==> src/rtl/i2c_txn_arbiter.sv <==
// Round-robin arbiter sharing one I2C master engine among NREQ requesters.
// Define I2C_ARB_TIMEOUT_EN to abort transactions the master never completes.
module i2c_txn_arbiter #(
    parameter int NREQ        = 4,
    parameter int PTR_W       = 2,
    parameter int TIMEOUT_CYC = 100000
) (
    input  logic                clk,
    input  logic                rst,
    input  logic [NREQ-1:0]     req,
    input  logic [7*NREQ-1:0]   req_addr,
    input  logic [NREQ-1:0]     req_rw,
    input  logic [8*NREQ-1:0]   req_wdata,
    output logic [NREQ-1:0]     gnt,
    output logic [NREQ-1:0]     rsp_valid,
    output logic [7:0]          rsp_rdata,
    output logic [1:0]          rsp_err,
    output logic                mst_newd,
    output logic [6:0]          mst_addr,
    output logic                mst_op,
    output logic [7:0]          mst_din,
    input  logic                mst_busy,
    input  logic                mst_done,
    input  logic                mst_ack_err,
    input  logic [7:0]          mst_dout,
    output logic                arb_busy
);

    typedef enum logic [2:0] {
        IDLE,
        ISSUE,
        WAIT_BUSY,
        WAIT_DONE,
        RESP
    } state_t;

    localparam logic [PTR_W:0] NREQ_W = (PTR_W+1)'(NREQ);

    state_t            state;
    state_t            nxt;
    logic [PTR_W-1:0]  ptr;
    logic [PTR_W-1:0]  win;
    logic [PTR_W-1:0]  pick;
    logic [PTR_W:0]    sum;
    logic [2*NREQ-1:0] req_rot;
    logic [6:0]        sel_addr;
    logic              sel_rw;
    logic [7:0]        sel_wdata;
    logic [NREQ-1:0]   gnt_q;
    logic              cap_done;
    logic              cap_tmo;
    logic              tmo;

    // Rotate so bit 0 is the pointer slot; the lowest set bit wins.
    always_comb begin
        req_rot = {req, req} >> ptr;
        sum     = '0;
        pick    = '0;
        for (int i = NREQ - 1; i >= 0; i--) begin
            if (req_rot[i]) begin
                sum = {1'b0, ptr} + (PTR_W+1)'(i);
                if (sum >= NREQ_W) begin
                    sum = sum - NREQ_W;
                end
                pick = sum[PTR_W-1:0];
            end
        end
    end

    always_comb begin
        sel_addr  = '0;
        sel_rw    = 1'b0;
        sel_wdata = '0;
        for (int j = 0; j < NREQ; j++) begin
            if (pick == PTR_W'(j)) begin
                sel_addr  = req_addr[7*j +: 7];
                sel_rw    = req_rw[j];
                sel_wdata = req_wdata[8*j +: 8];
            end
        end
    end

    always_ff @(posedge clk) begin
        if (rst) begin
            state <= IDLE;
        end else begin
            state <= nxt;
        end
    end

    always_comb begin
        nxt      = state;
        cap_done = 1'b0;
        cap_tmo  = 1'b0;
        unique case (state)
            IDLE: begin
                if (|req) begin
                    nxt = ISSUE;
                end
            end
            ISSUE: nxt = WAIT_BUSY;
            WAIT_BUSY, WAIT_DONE: begin
                if (mst_done) begin
                    nxt      = RESP;
                    cap_done = 1'b1;
                end else if (tmo) begin
                    nxt     = RESP;
                    cap_tmo = 1'b1;
                end else if (state == WAIT_BUSY && mst_busy) begin
                    nxt = WAIT_DONE;
                end
            end
            RESP: nxt = IDLE;
            default: nxt = IDLE;
        endcase
    end

    always_ff @(posedge clk) begin
        if (rst) begin
            gnt_q     <= '0;
            win       <= '0;
            ptr       <= '0;
            mst_addr  <= '0;
            mst_op    <= 1'b0;
            mst_din   <= '0;
            rsp_rdata <= '0;
            rsp_err   <= '0;
        end else begin
            if (state == IDLE && |req) begin
                gnt_q    <= {{(NREQ-1){1'b0}}, 1'b1} << pick;
                win      <= pick;
                mst_addr <= sel_addr;
                mst_op   <= sel_rw;
                mst_din  <= sel_wdata;
            end
            if (state == ISSUE) begin
                ptr <= (win == PTR_W'(NREQ - 1)) ? '0 : win + 1'b1;
            end
            if (cap_done) begin
                rsp_rdata <= mst_op ? mst_dout : 8'h00;
                rsp_err   <= {1'b0, mst_ack_err};
            end
            if (cap_tmo) begin
                rsp_rdata <= 8'h00;
                rsp_err   <= 2'b10;
            end
            if (state == RESP) begin
                gnt_q <= '0;
            end
        end
    end

`ifdef I2C_ARB_TIMEOUT_EN
    localparam int CNT_W = $clog2(TIMEOUT_CYC + 1);

    logic [CNT_W-1:0] cnt;

    always_ff @(posedge clk) begin
        if (rst) begin
            cnt <= '0;
        end else if (state == ISSUE) begin
            cnt <= '0;
        end else if ((state == WAIT_BUSY || state == WAIT_DONE) && !tmo) begin
            cnt <= cnt + 1'b1;
        end
    end

    assign tmo = (cnt == CNT_W'(TIMEOUT_CYC - 1));
`else
    // Without the watchdog the arbiter waits on the master indefinitely.
    assign tmo = (TIMEOUT_CYC < 0);
`endif

    assign gnt       = gnt_q;
    assign rsp_valid = (state == RESP) ? gnt_q : '0;
    assign mst_newd  = (state == ISSUE);
    assign arb_busy  = (state != IDLE);

endmodule

==> config.mk <==
export PLATFORM = sky130hd
export DESIGN_NAME = i2c_txn_arbiter
export DESIGN_NICKNAME = d
export VERILOG_FILES = /design/src/rtl/i2c_txn_arbiter.sv
export SDC_FILE = /design/constraint.sdc
export NUM_CORES = 1
export LEC_CHECK = 0
export ABC_AREA = 1
export ABC_CLOCK_PERIOD_IN_PS = 2500
export BUFFER_PORTS_ARGS = -buffer_cell sky130_fd_sc_hd__buf_4
export CAP_MARGIN = 20
export CORE_UTILIZATION = 46
export CTS_CLUSTER_SIZE = 16
export DETAILED_ROUTE_END_ITERATION = 8
export PLACE_DENSITY = 0.86
export SLEW_MARGIN = 20
export SYNTH_ARGS = -nofsm -noshare
export SYNTH_HDL_FRONTEND = slang
export SYNTH_SLANG_ARGS = --single-unit
==> constraint.sdc <==
create_clock -name clk -period 2.5 [get_ports clk]
set_input_delay 0.75 -clock clk [delete_from_list [all_inputs] [get_ports clk]]
set_output_delay 0.75 -clock clk [all_outputs]
set_load 0.01 [all_outputs]
==> results.json, run 1 <==
{
  "status": "complete, no violations",
  "postCtsSetupBuffers": 0,
  "cts_max_level": 2,
  "path_cells": "inv_1 > nor3_1 > inv_1 > nor2_1 > buf_4",
  "fill_cells": 434,
  "syn_avg_cell_area_sq_um": 6.55,
  "power-per-cell-area_nw_per_um2": 874,
  "die_y_microns": 72.4,
  "fin_crit_ns": 2.10,
  "crit_required_ns": 1.75,
  "p_leak_nw": 1.62,
  "nNetsFinal": 537,
  "netlist_area_sq_um": 2280,
  "boundaryPins": 117,
  "crit_path_start_kind": "flip-flop",
  "worstRegToRegCells": 15,
  "row_count": 25,
  "path_clk_slew_ns": 0.07,
  "num_antenna_cells": 0,
  "hold_viol": 0,
  "grt_usage_pct": 26.0,
  "max_freq_mhz": 475,
  "cts_hold_repair.buffers": 0,
  "drc": 0,
  "postRouteAntennaNets": 0,
  "drive_above_1_share_pct": 38.4,
  "clk_path_buf_depth": 2,
  "slew_headroom_pct": 64.6,
  "post_drt_wl_per_cell_microns": 12.3,
  "ys_seq_area_share_pct": 31.6,
  "yosysUniqueCellTypes": 30,
  "dieWidth_microns": 72.4,
  "antenna_found_initial": 0,
  "fin_util_pct": 68.5,
  "area_delta_synth_final_pct": 42.8,
  "dieArea_sq_um": 5240,
  "cts_made_buffers": 5,
  "ctsResizeCount": 0,
  "drv_cap": 0,
  "core_area_sq_um": 4750,
  "tns_ns": 0,
  "portBuffers": 115,
  "synth_cells": 348,
  "hold-path-cell-count": 2,
  "fin_crit_sh_pct": 84.2,
  "rsz0062_at_grt": "false",
  "synth-seq-cells": 36,
  "via_count": 2573,
  "dp_hpwl_mm": 4.92,
  "grt_first_pass_wirelength_mm": 10.8,
  "peakVddDrop_mv": 0.476,
  "crit_top_cell": "inv_1",
  "start_util_pct": 48.0,
  "overflow": 0,
  "wl_mm": 6.44,
  "critPathBufInv": 3,
  "tightest_slew_ns": 0.529,
  "yosys_warnings": 0,
  "cp.depth": 5,
  "crit_arrival_ns": 1.35,
  "finalSetupViolations": 0,
  "crit_fanout": 4,
  "first_global_vias": 2453,
  "grt_max_degree": 27,
  "critical_path.top_delay_family": "flip-flops",
  "drt_iter0_drc": 109,
  "slowest_stage": "dfxtp_1",
  "crit_path_max_incr_delay_ns": 0.36,
  "gp_congestion": 0.839,
  "cts_tree": "built",
  "synth_nets": 430,
  "end_kind": "output port",
  "first_pass_iters": 4,
  "numClockSinks": 36,
  "slew_viol_final": 0,
  "finClkSkew_ns": 0.00482,
  "viasPerCell": 4.92,
  "hold_class": "reg -> reg",
  "clk_latency_ns": 0.28,
  "critical_path_class": "reg -> out",
  "cts_root_buffer": "clkbuf_8"
}
==> registers in the layout, summed over array words and instances, names as in the netlist <==
signal / count
mst_din: 8
state: 3
rsp_rdata: 8
rsp_err: 1
mst_addr: 7
mst_op: 1
ptr: 2
gnt: 4
win: 2
==> stage by stage <==
stage / instance area (sq um) / total power, W / hold WS (ns) / worst slack (ns) / instances
after CTS: 3260 / 0.00285 / 0.453 / 0.372 / 523
after global routing: 3260 / 0.00309 / 0.476 / 0.218 / 523
after global placement: 3150 / 0.00231 / 0.437 / 0.204 / 515
after floorplan: 2280 / 0.00189 / 0.467 / 0.495 / 348
after detailed placement: 3150 / 0.00234 / 0.441 / 0.151 / 515
final: 3260 / 0.00285 / 0.450 / 0.395 / 523
==> cell families after synthesis <==
| kind of cell | Yosys count | synth area share, % |
|---|---|---|
| AND/OR/NAND/NOR | 196 | 41.5 |
| XOR/XNOR | 1 | 0.384 |
| flip-flops | 36 | 31.6 |
| AO/OA/AOI/OAI | 63 | 14.9 |
| buffers and inverters | 50 | 10.9 |
| adder cells (fa/ha/maj) | 1 | 0.548 |
| other | 1 | 0.164 |
==> per-layer routing <==
layer	global-route usage (%)	wire, microns	up-vias	part of all wire (%)
met5	0	0	-	0
met4	8.28	81	0	1.3
li1	-	-	1327	-
met2	45.1	3230	91	50
met3	6.39	369	8	5.7
met1	31.5	2760	1147	43
==> cell usage in the layout (no fill, tap or decap), drive strengths merged <==
| cell type | n |
|---|---|
| a21boi | 1 |
| a21oi | 27 |
| buf | 120 |
| bufinv | 1 |
| clkbuf | 5 |
| clkinv | 1 |
| clkinvlp | 1 |
| conb | 1 |
| dfxtp | 36 |
| ha | 1 |
| inv | 30 |
| nand2 | 113 |
| nand3 | 35 |
| nand3b | 8 |
| nor2 | 36 |
| nor3 | 3 |
| nor4 | 1 |
| o211ai | 2 |
| o21ai | 32 |
| o221a | 1 |
| xnor2 | 1 |
==> power by group <==
part           switching (W)  internal, W
combinational       0.000886     0.000629
sequential          0.000113     0.000709
clock               0.000216     0.000295
==> synth_stat cells, drive strengths merged <==
cell	instances	area share (%)
o211ai	2	0.66
dfxtp	36	32
nand2	113	20
nor4	1	0.27
nor2	36	8.1
nand3	35	9.7
o221a	1	0.49
nand3b	8	2.6
a21oi	27	6.3
inv	30	5.0
nor3	3	0.66
conb	1	0.16
ha	1	0.55
xnor2	1	0.38
buf	12	4.5
o21ai	32	7.0
clkbuf	8	1.3
a21boi	1	0.49
==> worst reg2reg max path: stages (launching register included) <==
cell,delay [ns]
dfxtp_1,0.55
inv_4,0.09
nand2_2,0.10
nand3_2,0.10
nand2_1,0.11
inv_1,0.06
nand2_1,0.07
inv_2,0.05
nand2_2,0.06
nand2_2,0.07
buf_12,0.16
nor2_8,0.27
nand2_1,0.09
nand2_1,0.09
a21oi_1,0.07
nor2_1,0.08
==> final timing paths <==
check / start / to / slack (ns)
worst max-delay path: state[2]$_SDFFE_PP0P_ / rsp_valid[2] / 0.40
worst min-delay path: rsp_err[0]$_SDFFE_PP0P_ / rsp_err[0]$_SDFFE_PP0P_ / 0.45
worst max register to register: ptr[0]$_SDFFE_PP0P_ / mst_addr[6]$_SDFFE_PP0P_ / 0.43
worst min register to register: rsp_err[0]$_SDFFE_PP0P_ / rsp_err[0]$_SDFFE_PP0P_ / 0.45
==> cell type report <==
cell class | count | area (sq um) | share of cell area [%]
clock buffer | 5 | 68.8 | 2.11
clock inverter | 3 | 42.5 | 1.31
inverter | 30 | 115 | 3.53
multi-input combinational | 262 | 1310 | 40.3
sequential | 36 | 721 | 22.1
tap | 67 | 83.8 | 2.57
timing repair buffer | 120 | 913 | 28.0
Note: power is estimated with default switching activity, not from simulation.
==> run 2: changes to the inputs <==
--- a/config.mk
+++ b/config.mk
@@ -6,13 +6,13 @@
 export NUM_CORES = 1
 export LEC_CHECK = 0
 export ABC_AREA = 1
-export ABC_CLOCK_PERIOD_IN_PS = 2500
+export ABC_CLOCK_PERIOD_IN_PS = 1850
 export BUFFER_PORTS_ARGS = -buffer_cell sky130_fd_sc_hd__buf_4
 export CAP_MARGIN = 20
-export CORE_UTILIZATION = 46
+export CORE_UTILIZATION = 41
 export CTS_CLUSTER_SIZE = 16
 export DETAILED_ROUTE_END_ITERATION = 8
-export PLACE_DENSITY = 0.86
+export PLACE_DENSITY = 0.81
 export SLEW_MARGIN = 20
 export SYNTH_ARGS = -nofsm -noshare
 export SYNTH_HDL_FRONTEND = slang
==> constraint.sdc (replaced) <==
create_clock -name clk -period 1.85 [get_ports clk]
set_input_delay 0.555 -clock clk [delete_from_list [all_inputs] [get_ports clk]]
set_output_delay 0.555 -clock clk [all_outputs]
set_load 0.01 [all_outputs]
==> results.json, run 2 (synthesis gave the netlist of run 1 again) <==
{
  "crit_path_start_kind": "flip-flop",
  "final_common_cell": "buf_4",
  "drc": 0,
  "core_area_sq_um": 5240,
  "fill_cells": 442,
  "peakVddDrop_mv": 0.619,
  "grt_max_degree": 27,
  "dieArea_sq_um": 5870,
  "die_y_microns": 76.6,
  "crit_arrival_ns": 1.27,
  "grt_first_pass_wirelength_mm": 11.2,
  "numClockSinks": 36,
  "cts_hold_repair.buffers": 0,
  "crit_fanout": 4,
  "regToRegStartpoint": "ptr[0]$_SDFFE_PP0P_",
  "multi_input_area_sq_um": 1420,
  "post_drt_wl_per_cell_microns": 13.0,
  "portBuffers": 115,
  "whs_ns": 0.452,
  "rsz0062_at_grt": "true",
  "max_freq_mhz": 549,
  "via_count": 2752,
  "drt_iter0_drc": 85,
  "p_leak_nw": 1.79,
  "overflow": 0,
  "cts_tree": "built",
  "row_count": 26,
  "clk_path_buf_depth": 2,
  "finalSetupViolations": 0,
  "hold_path.startpoint": "rsp_err[0]$_SDFFE_PP0P_",
  "postRouteAntennaNets": 0,
  "reg.largest.list": "mst_din: 8 flops, rsp_rdata: 8 flops, mst_addr: 7 flops",
  "final_cell_mix": "139 x buf_4, 90 x nand2_1, 32 x dfxtp_1",
  "hold_viol": 0,
  "area_delta_synth_final_pct": 58.5,
  "fin_crit_ns": 1.82,
  "finClkSkew_ns": 0.00904,
  "startpoint": "state[2]$_SDFFE_PP0P_",
  "tightest_slew_ns": 0.527,
  "status": "complete, no violations",
  "slew_headroom_pct": 64.8,
  "cts_max_level": 2,
  "slew_viol_final": 0,
  "crit_path_max_incr_delay_ns": 0.38,
  "tns_ns": 0,
  "path_cells": "inv_4 > nor3_4 > inv_2 > nor2_1 > buf_4",
  "crit_required_ns": 1.29,
  "viasPerCell": 4.99,
  "num_antenna_cells": 0,
  "gp_congestion": 0.802,
  "antenna_found_initial": 0,
  "start_util_pct": 43.5,
  "ff_latch_area_sq_um": 733,
  "path_clk_slew_ns": 0.08,
  "wl_mm": 7.16,
  "first_pass_iters": 4,
  "timing.final.ws_setup_ns": 0.0291,
  "nNetsFinal": 563,
  "clk_latency_ns": 0.29,
  "pre_cts_ws_ns": -0.299,
  "slowest_stage": "dfxtp_4",
  "critical_path_class": "reg -> out",
  "dieWidth_microns": 76.6,
  "boundaryPins": 117,
  "dp_hpwl_mm": 5.24,
  "drv_cap": 0,
  "end_kind": "output port",
  "first_global_vias": 2570,
  "drive_above_1_share_pct": 47.3,
  "hold_class": "reg -> reg",
  "cts_made_buffers": 5,
  "power-per-cell-area_nw_per_um2": 1200,
  "fin_crit_sh_pct": 98.4,
  "cts_root_buffer": "clkbuf_8",
  "grt_usage_pct": 23.7
}
==> run 2: cell types whose count changed in the layout (fill, tap and decap cells not counted), moves of 3 or more <==
cell,change
nor2_4,+3
dfxtp_1,-4
a21oi_1,-5
dfxtp_4,+3
inv_1,-4
nand2_1,-8
buf_4,+20
o21ai_1,+3
nand2_2,+6
nor3_1,-3
a21oi_2,+5
buf_12,+4
o21ai_0,-4
==> run 2: worst paths after layout <==
check / endpoint / slack, ns / depth (start not counted)
min: rsp_err[0]$_SDFFE_PP0P_ / 0.45 / 2
max reg2reg: mst_addr[6]$_SDFFE_PP0P_ / 0.04 / 16
min reg2reg: rsp_err[0]$_SDFFE_PP0P_ / 0.45 / 2
max: rsp_valid[2] / 0.03 / 5
==> run 2: final cells by class <==
type	count	share of cell area, %
multi-input cells	262	39.2
repair buffers	146	32.2
flip-flops and latches	36	20.3
inverters	30	3.46
well taps	70	2.42
clock buffers	5	1.90
clock inverters	3	0.519
==> run 2: where the power goes <==
group / internal (W) / switching (W) / total [W]
logic: 0.00125 / 0.00142 / 0.00267
clock network: 0.000262 / 0.000297 / 0.000559
registers: 0.000962 / 0.000152 / 0.00111
total: 0.00248 / 0.00186 / 0.00434
==> run 2: stage by stage <==
stage / cells / power (W) / cell area [sq um] / util [%]
global route: 552 / 0.00465 / 3620 / 69.0
finish: 552 / 0.00434 / 3620 / 69.0
floorplan: 348 / 0.00255 / 2280 / -
detailed placement: 537 / 0.00344 / 3330 / 63.6
CTS: 550 / 0.00415 / 3490 / 66.7
global placement: 537 / 0.00338 / 3330 / 63.6
==> run 2: routing by layer <==
metal	track usage (%)	wire, microns	up-vias
li1	-	-	1381
met1	27.6	2920	1241
met2	40.9	3600	107
met3	5.51	430	23
met4	11.2	204	0
met5	0	0	-
==> run 2: repair_timing <==
item / in CTS / in global routing
resized for setup: 7 / 40
setup endpoints to repair: 21 / 23
pin swaps: 1 / 8
buffers inserted: 5 / 2
==> run 2: worst max-delay path, delay by kind of cell (launching register included) <==
family | cells | cell delay, ns
buf+inv | 3 | 0.26
flops | 1 | 0.38
simple gates | 2 | 0.33
==> run 3: changes to the inputs <==
--- a/config.mk
+++ b/config.mk
@@ -5,14 +5,14 @@
 export SDC_FILE = /design/constraint.sdc
 export NUM_CORES = 1
 export LEC_CHECK = 0
-export ABC_AREA = 1
 export ABC_CLOCK_PERIOD_IN_PS = 1850
 export BUFFER_PORTS_ARGS = -buffer_cell sky130_fd_sc_hd__buf_4
 export CAP_MARGIN = 20
-export CORE_UTILIZATION = 41
+export CORE_UTILIZATION = 38
 export CTS_CLUSTER_SIZE = 16
 export DETAILED_ROUTE_END_ITERATION = 8
-export PLACE_DENSITY = 0.81
+export PLACE_DENSITY = 0.8
+export RECOVER_POWER = 50
 export SLEW_MARGIN = 20
 export SYNTH_ARGS = -nofsm -noshare
 export SYNTH_HDL_FRONTEND = slang
==> constraint.sdc (replaced) <==
create_clock -name clk -period 1.85 [get_ports clk]
set_input_delay 0.555 -clock clk [delete_from_list [all_inputs] [get_ports clk]]
set_output_delay 0.555 -clock clk [all_outputs]
set_load 0.1 [all_outputs]
==> results.json, run 3 <==
{
  "portBuffers": 115,
  "hold_viol": 0,
  "slowest_stage": "dfxtp_1",
  "crit_path_start_kind": "flip-flop",
  "tightest_slew_ns": 0.931,
  "syn_avg_cell_area_sq_um": 8.32,
  "post_drt_wl_per_cell_microns": 15.0,
  "routed.top_layer": "met4",
  "yosysUniqueCellTypes": 45,
  "yosys-top-cells-area": "dfxtp_1 39%, a21oi_1 8.1%, nand2_1 4.4%",
  "fin_crit_ns": 1.81,
  "async_flop_share_pct": 0,
  "final_cell_mix": "125 x buf_4, 31 x dfxtp_1, 30 x a21oi_1",
  "wl_met1_mm": 2.52,
  "synth_nets": 306,
  "clk_path_buf_depth": 2,
  "drc": 0,
  "num_antenna_cells": 0,
  "crit_fanout": 6,
  "overflow": 0,
  "grt_usage_pct": 23.8,
  "yosys.area.top_type": "dfxtp_1",
  "yosys_warnings": 0,
  "fill_cells": 426,
  "netlist_area_sq_um": 1860,
  "wl_met2_mm": 3.25,
  "finalSetupViolations": 0,
  "status": "complete, no violations",
  "final_common_cell": "buf_4",
  "max_freq_mhz": 554,
  "die_y_microns": 72.0,
  "path_cells": "nor2_4 > and3_2 > buf_8",
  "cts_tree": "built",
  "power-per-cell-area_nw_per_um2": 1090,
  "yosysTopAreaCellShare_pct": 38.7,
  "dp_hpwl_mm": 4.71,
  "p_leak_nw": 1.37,
  "critical_path.top_delay_family": "simple AND/OR/NAND/NOR gates",
  "cts_max_level": 2,
  "grt_first_pass_wirelength_mm": 9.65,
  "cts_hold_repair.buffers": 0,
  "whs_ns": 0.458,
  "row_count": 25,
  "antenna_found_initial": 0,
  "timing.final.ws_setup_ns": 0.0440,
  "synth_edf_count": 0,
  "viasPerCell": 5.43,
  "hold_class": "reg -> reg",
  "critPathBufInv": 1,
  "grt_max_degree": 24,
  "crit_arrival_ns": 1.25,
  "cts_root_buffer": "clkbuf_8",
  "numClockSinks": 36,
  "dieWidth_microns": 72.0,
  "synth_common_cells": "36 x dfxtp_1, 30 x a21oi_1, 22 x nand2_1",
  "gp_congestion": 0.833,
  "path_clk_slew_ns": 0.07,
  "crit_required_ns": 1.29,
  "start_util_pct": 39.4,
  "crit_path_max_incr_delay_ns": 0.37,
  "dieArea_sq_um": 5190,
  "clk_latency_ns": 0.28,
  "drv_cap": 0,
  "peakVddDrop_mv": 0.604,
  "core_area_sq_um": 4720,
  "synth-seq-cells": 36,
  "finClkSkew_ns": 0.00338,
  "critical_path_class": "reg -> out",
  "postRouteAntennaNets": 0,
  "first_pass_iters": 4,
  "route.met3.wl_microns": 377,
  "rsz0062_at_grt": "true",
  "wl_mm": 6.23,
  "drive_above_1_share_pct": 47.3,
  "boundaryPins": 117,
  "nNetsFinal": 428,
  "fin_crit_sh_pct": 97.6,
  "first_global_vias": 2190,
  "slew_headroom_pct": 37.9,
  "area_delta_synth_final_pct": 64.5,
  "synth_cells": 224,
  "slew_viol_final": 0,
  "cts_made_buffers": 5,
  "synth.most_common_cell": "dfxtp_1",
  "pre_cts_ws_ns": -0.146,
  "ys.flop_type": "dfxtp_1",
  "ys_seq_area_share_pct": 38.7,
  "reg.largest.list": "mst_din: 8 flops, rsp_rdata: 8 flops, mst_addr: 7 flops",
  "end_kind": "output port",
  "drt_iter0_drc": 87,
  "via_count": 2246
}
-- run 3: changes by cell type after synthesis, moves of 6 or more --
| cell | change |
|---|---|
| a22oi_1 | +9 |
| nand3b_1 | -6 |
| inv_1 | -21 |
| nand2_1 | -76 |
| and3_1 | +6 |
| nand3_2 | -9 |
| o221ai_1 | +9 |
| nor2_1 | -6 |
| o22ai_1 | +9 |
| nor2_2 | -13 |
| nand3_1 | -18 |
| o21ai_0 | -21 |
| nand2_2 | -15 |
-- run 3: path summary, 6_finish.rpt --
kind,start,endpoint,slack [ns],depth (start not counted)
worst max-delay path,state[0]$_SDFFE_PP0P_,rsp_valid[3],0.04,3
worst min-delay path,rsp_rdata[3]$_SDFFE_PP0P_,rsp_rdata[3]$_SDFFE_PP0P_,0.46,2
worst max register to register,ptr[1]$_SDFFE_PP0P_,mst_addr[1]$_SDFFE_PP0P_,0.15,6
worst min register to register,rsp_rdata[3]$_SDFFE_PP0P_,rsp_rdata[3]$_SDFFE_PP0P_,0.46,2
-- run 3: area by class of cell --
| class | count | area [sq um] | share of cell area, % |
|---|---|---|---|
| multi-input cells | 164 | 1060 | 34.7 |
| clock buffers | 8 | 90.1 | 2.94 |
| repair buffers | 135 | 1090 | 35.5 |
| well taps | 67 | 83.8 | 2.73 |
| inverters | 4 | 15.0 | 0.490 |
| flip-flops and latches | 36 | 727 | 23.7 |
-- run 3: timing repair --
action                     4_1_cts  5_1_grt
setup endpoints to repair        6       22
resized for setup                8       12
pin swaps                        1        1
cloned                           0        0
setup buffers                    1        0
-- run 3: kinds of logic (layout without fill, tap and decap cells) --
family / Yosys count / after routing / share of synthesized area, %
other: 1 / 1 / 0.201
AOI/OAI and AO/OA: 85 / 85 / 31.0
adders and majority gates: 1 / 1 / 0.671
DFF: 36 / 36 / 38.7
and+or+nand+nor: 68 / 68 / 17.9
buffers and inverters: 24 / 147 / 6.38
muxes: 9 / 9 / 5.17
-- run 3: through the flow --
step	utilization (%)	instance area, sq um	TNS [ns]	instances	power, W
floorplan	-	1890	-0.857	224	0.00223
global placement	61.4	2900	-1.17	405	0.00272
detailed placement	61.4	2900	-1.80	405	0.00274
CTS	64.1	3030	-0.173	414	0.00333
global route	64.9	3070	-0.0143	414	0.00348
finish	64.9	3070	0	414	0.00333
-- run 3: power breakdown --
group / leakage [nW] / switching [W] / internal, W / total, W
registers: 0.298 / 0.0000835 / 0.000896 / 0.000980
logic: 1.03 / 0.00123 / 0.000552 / 0.00178
clock network: 0.0455 / 0.000265 / 0.000304 / 0.000568
-- run 3: layer usage --
layer / up-vias / GRT usage (%)
met4: 0 / 8.06
li1: 1076 / -
met2: 85 / 43.8
met1: 1077 / 26.4
met5: - / 0
met3: 8 / 6.53
-- run 3: worst reg2reg max path: cells and delay by family (launching register included) --
kind | cells | cell delay, ns
AO/OA/AOI/OAI | 4 | 0.67
AND/OR/NAND/NOR | 1 | 0.35
flip-flops | 1 | 0.44
buffers and inverters | 1 | 0.18
